--- config.mk ---
export PLATFORM = sky130hd
export DESIGN_NAME = edge_pair_gen
export DESIGN_NICKNAME = d
export VERILOG_FILES = /design/src/rtl/edge_pair_gen.sv
export SDC_FILE = /design/constraint.sdc
export NUM_CORES = 1
export LEC_CHECK = 0
export CAP_MARGIN = 20
export CORE_ASPECT_RATIO = 1.75
export CORE_UTILIZATION = 63
export DETAILED_ROUTE_END_ITERATION = 8
export GPL_TIMING_DRIVEN = 0
export PLACE_DENSITY = 0.84
export SETUP_SLACK_MARGIN = 0.1
export SYNTH_ARGS = -nofsm -noshare
export SYNTH_HDL_FRONTEND = slang
export SYNTH_SLANG_ARGS = --single-unit
--- constraint.sdc ---
create_clock -name clk -period 8.5 [get_ports clk]
set_input_delay 1.7 -clock clk [delete_from_list [all_inputs] [get_ports clk]]
set_output_delay 1.7 -clock clk [all_outputs]
set_load 0.02 [all_outputs]
--- src/rtl/edge_pair_gen.sv ---
// edge_pair_gen: emits a start edge, then a stop edge a programmed number of cycles later.
// Defining EDGE_PAIR_GEN_BURST_EN adds the nrpt port and back-to-back repeated pairs.
module edge_pair_gen #(
  parameter int unsigned DW        = 16,
  parameter logic        START_DIR = 1'b1,
  parameter logic        STOP_DIR  = 1'b1,
  parameter int unsigned NRPT_W    = 8
) (
  input  logic              clk,
  input  logic              rst,
  // req/ack: req is only looked at in IDLE; the cycle it is seen high, ack pulses
  // for exactly one cycle and delay/hold (and nrpt) are captured. No queueing.
  input  logic              req,
  input  logic [DW-1:0]     delay,
  input  logic [DW-1:0]     hold,
`ifdef EDGE_PAIR_GEN_BURST_EN
  input  logic [NRPT_W-1:0] nrpt,
`endif
  output logic              ack,
  output logic              busy,
  output logic              done,
  output logic              start_out,
  output logic              stop_out
);

  localparam logic [1:0] S_IDLE  = 2'd0;
  localparam logic [1:0] S_START = 2'd1;
  localparam logic [1:0] S_STOP  = 2'd2;
  localparam logic [1:0] S_REARM = 2'd3;

  localparam logic [DW-1:0] ONE = {{(DW-1){1'b0}}, 1'b1};

  logic [1:0]        state_q, state_d;
  logic [DW-1:0]     cnt_q, cnt_d;
  logic [DW-1:0]     dly_q, dly_d;
  logic [DW-1:0]     hld_q, hld_d;
  logic [NRPT_W-1:0] rpt_q, rpt_d;
  logic              ack_q, ack_d;
  logic              busy_q, busy_d;
  logic              done_q, done_d;
  logic              start_q, start_d;
  logic              stop_q, stop_d;
  logic [NRPT_W-1:0] rpt_load;

`ifdef EDGE_PAIR_GEN_BURST_EN
  assign rpt_load = nrpt;
`else
  assign rpt_load = '0;
`endif

  always_comb begin
    state_d = state_q;
    cnt_d   = cnt_q;
    dly_d   = dly_q;
    hld_d   = hld_q;
    rpt_d   = rpt_q;
    ack_d   = 1'b0;
    done_d  = 1'b0;
    busy_d  = busy_q;
    start_d = start_q;
    stop_d  = stop_q;
    case (state_q)
      S_IDLE: begin
        if (req) begin
          dly_d   = (delay == '0) ? ONE : delay;
          hld_d   = (hold == '0) ? ONE : hold;
          rpt_d   = rpt_load;
          ack_d   = 1'b1;
          busy_d  = 1'b1;
          start_d = START_DIR;
          cnt_d   = '0;
          state_d = S_START;
        end
      end
      // Counter compares against value-1 so a delay of 2^DW-1 never needs 2^DW.
      S_START: begin
        if (cnt_q == dly_q - ONE) begin
          stop_d  = STOP_DIR;
          cnt_d   = '0;
          state_d = S_STOP;
        end else begin
          cnt_d = cnt_q + ONE;
        end
      end
      S_STOP: begin
        if (cnt_q == hld_q - ONE) begin
          start_d = ~START_DIR;
          stop_d  = ~STOP_DIR;
          cnt_d   = '0;
          if (rpt_q != '0) begin
            rpt_d   = rpt_q - 1'b1;
            state_d = S_REARM;
          end else begin
            busy_d  = 1'b0;
            done_d  = 1'b1;
            state_d = S_IDLE;
          end
        end else begin
          cnt_d = cnt_q + ONE;
        end
      end
      // One cycle at idle level between burst pairs, then restart.
      S_REARM: begin
        start_d = START_DIR;
        cnt_d   = '0;
        state_d = S_START;
      end
      default: state_d = S_IDLE;
    endcase
  end

  always_ff @(posedge clk or posedge rst) begin
    if (rst) begin
      state_q <= S_IDLE;
      cnt_q   <= '0;
      dly_q   <= ONE;
      hld_q   <= ONE;
      rpt_q   <= '0;
      ack_q   <= 1'b0;
      busy_q  <= 1'b0;
      done_q  <= 1'b0;
      start_q <= ~START_DIR;
      stop_q  <= ~STOP_DIR;
    end else begin
      state_q <= state_d;
      cnt_q   <= cnt_d;
      dly_q   <= dly_d;
      hld_q   <= hld_d;
      rpt_q   <= rpt_d;
      ack_q   <= ack_d;
      busy_q  <= busy_d;
      done_q  <= done_d;
      start_q <= start_d;
      stop_q  <= stop_d;
    end
  end

  assign ack       = ack_q;
  assign busy      = busy_q;
  assign done      = done_q;
  assign start_out = start_q;
  assign stop_out  = stop_q;

endmodule

==> results.yml <==
worst_setup_path:
  cp_cell_sequence: "nor4_1 > nand2_1 > nor4_1 > a31oi_1 > a211oi_2 > a21boi_2 > o211ai_1 > o311ai_1"
  crit_path_end_kind: "flip-flop"
  worst-path-buf-inv: 0
  cp_data_arrival_time_ns: 3.76
  crit_top_cell: "nor4_1"
  cp-start-kind: "flip-flop"
  path_delay_family: "simple AND/OR/NAND/NOR gates"
  critPathKind: "reg -> reg"
  critPathSlowestCell: "nor4_1"
  worstPathMaxFanout: 7
  crit_required_ns: 8.70
  cpPeakStageDelay_ns: 0.90
sta:
  relSlewSlack_pct: 31.4
  timing.fmax_mhz: 281
  clock_skew_ns: 0.00823
  finalCritPeriodShare_pct: 41.9
  hold_viol_final: 0
  setup_slack_ns: 4.94
  tns_ns: 0
  tightest_slew_ns: 1.02
  period_minus_slack_ns: 3.56
  setup_viol: 0
  rsz0062_at_grt: "false"
  maxSlewViolCount: 0
cts:
  insertion_delay_ns: 0.35
  cts_num_sinks: 63
  ctsHoldBuffers: 0
  clk_pin_slew_ns: 0.06
  cts_tree: "built"
  cts_buffers: 9
  ctsRootBufferMaster: "clkbuf_16"
  postCtsSetupBuffers: 0
  cts_resized: 0
  clock_path_buffers: 2
  cts_max_level: 3
detailed_routing:
  vias: 3952
  first_pass_iters: 7
  ant_nets: 0
  highest_layer: "met4"
  initialDrtViolationCount: 346
  wirelength_mm: 11.9
  route.met3.wl_um: 573
  drc_errors: 0
  wl_per_cell_um: 19.9
  routed_via_density: 6.60
  wl_met2_mm: 6.56
  drt-met1-wl_mm: 4.25
synth:
  ys_ff_latch: 63
  syn_area_um2: 4220
  netlist_instances: 461
  avgSynthCellArea_um2: 9.15
  synth_ff_type: "dfrtp_1"
  ys_seq_area_share_pct: 37.4
  synth-edff-count: 0
  yosys_warnings: 0
  syn_nets: 503
  async_flop_share_pct: 100
  ys_types: 66
cells_and_area:
  antenna_cells: 0
  stdcell_area_um2: 5040
  nFillCells: 452
  final_cell_mix: "dfrtp_1 (61), nand2_1 (51), clkdlybuf4s50_1 (39)"
  layout_commonest_cell: "dfrtp_1"
  drive_gt1_share_pct: 12.6
  post-route-util_pct: 77.6
  nNetsFinal: 554
  area_growth_pct: 19.4
place:
  gp_congestion: 0.867
  place_hpwl_mm: 8.34
  place_ws_ns: 4.72
  port_buffers: 39
  placed_area_um2: 4730
floorplanning:
  num_io_pins: 40
  core-area_um2: 6490
  die_area_um2: 7040
  start_util_pct: 65.0
  die-height_um: 110
  num_rows: 39
  die_x_um: 63.9
power_and_ir_drop:
  finalPower_uw: 708
  p_leak_uw: 0.00208
  power_density_nw_per_um2: 141
  irDropWorstVdd_mv: 0.161
global_routing:
  gr-total-overflow: 0
  grt_max_degree: 34
  antenna_found_initial: 0
  grt_use_total_pct: 36.8
  grt_pass1_vias: 3879
  grt_pass1_wl_mm: 19.1
run_status:
  status: "complete, no violations"
worst_hold_path:
  min_path_type: "reg -> reg"
flow_run:
  maxCapViolations: 0
[worst paths after layout]
path / from / to / slack [ns] / depth (start not counted)
setup / recovery: dly_q[3]$_DFFE_PP0P_ / cnt_q[9]$_DFFE_PP0P_ / 4.94 / 8
hold / removal: rpt_q[6]$_DFFE_PP0P_ / rpt_q[6]$_DFFE_PP0P_ / 0.47 / 1
setup reg to reg: dly_q[3]$_DFFE_PP0P_ / cnt_q[9]$_DFFE_PP0P_ / 4.94 / 8
hold reg to reg: rpt_q[6]$_DFFE_PP0P_ / rpt_q[6]$_DFFE_PP0P_ / 0.47 / 1
max in group asynchronous: rst / hld_q[0]$_DFFE_PP1P_ / 6.03 / 3
min in group asynchronous: rst / rpt_q[1]$_DFFE_PP0P_ / 1.78 / 2
[cell usage after synthesis (13+ instances only)]
master / number / area share, %
nand2_1: 51 / 4.5
mux2_2: 28 / 7.5
xor2_1: 13 / 2.7
clkbuf_1: 19 / 1.7
dfrtp_1: 61 / 36
xnor2_1: 31 / 6.4
nor3_1: 15 / 1.8
nor4_1: 16 / 2.4
inv_1: 19 / 1.7
nor2_1: 19 / 1.7
o21ai_0: 22 / 2.6
o211ai_1: 16 / 2.8
[sequential cells by signal, indices dropped and copies added, names as in the netlist]
signal	cells
ack	1
busy	1
cnt_q	16
dly_q	16
done	1
hld_q	16
rpt_q	8
start_out	1
state_q	2
stop_out	1
[report_power, final]
| part | leakage [uW] | switching (uW) | internal [uW] |
|---|---|---|---|
| logic | 0.00116 | 11.5 | 15.3 |
| clock network | 0.000143 | 151 | 230 |
| registers | 0.000781 | 0 | 300 |
[cell families after synthesis]
family | share of synthesized area [%]
flip-flops | 37.4
AND/OR/NAND/NOR | 21.3
multiplexers | 8.45
AO/OA/AOI/OAI | 16.9
buffers and inverters | 4.72
adder cells (fa/ha/maj) | 2.08
XOR/XNOR | 9.14
[layer usage]
metal,global-route usage (%),up-vias
li1,-,1806
met1,37.1,1931
met2,68.7,162
met3,6.69,53
met4,23.1,0
met5,0,-
[through the flow]
| stage | instances | hold slack [ns] |
|---|---|---|
| floorplan | 461 | 0.428 |
| global placement | 582 | 0.446 |
| detailed placement | 583 | 0.457 |
| CTS | 599 | 0.464 |
| global route | 599 | 0.484 |
| finish | 599 | 0.469 |
[worst reg2reg max path, cell delays in order (launching register included)]
cell      delay [ns]
dfrtp_1         0.48
nor4_1          0.90
nand2_1         0.30
nor4_1          0.41
a31oi_1         0.13
a211oi_2        0.37
a21boi_2        0.20
o211ai_1        0.47
o311ai_1        0.16
[final cells by class]
cell class / instances / area (um2) / area share [%]
Inverter: 20 / 75.1 / 1.49
Multi-Input combinational cell: 349 / 2440 / 48.4
Clock buffer: 9 / 225 / 4.47
Buffer: 29 / 124 / 2.46
Tap cell: 82 / 103 / 2.04
Sequential cell: 63 / 1580 / 31.4
Clock inverter: 7 / 80.1 / 1.59
Timing Repair Buffer: 40 / 410 / 8.15
Note: power is estimated with default switching activity, not from simulation.
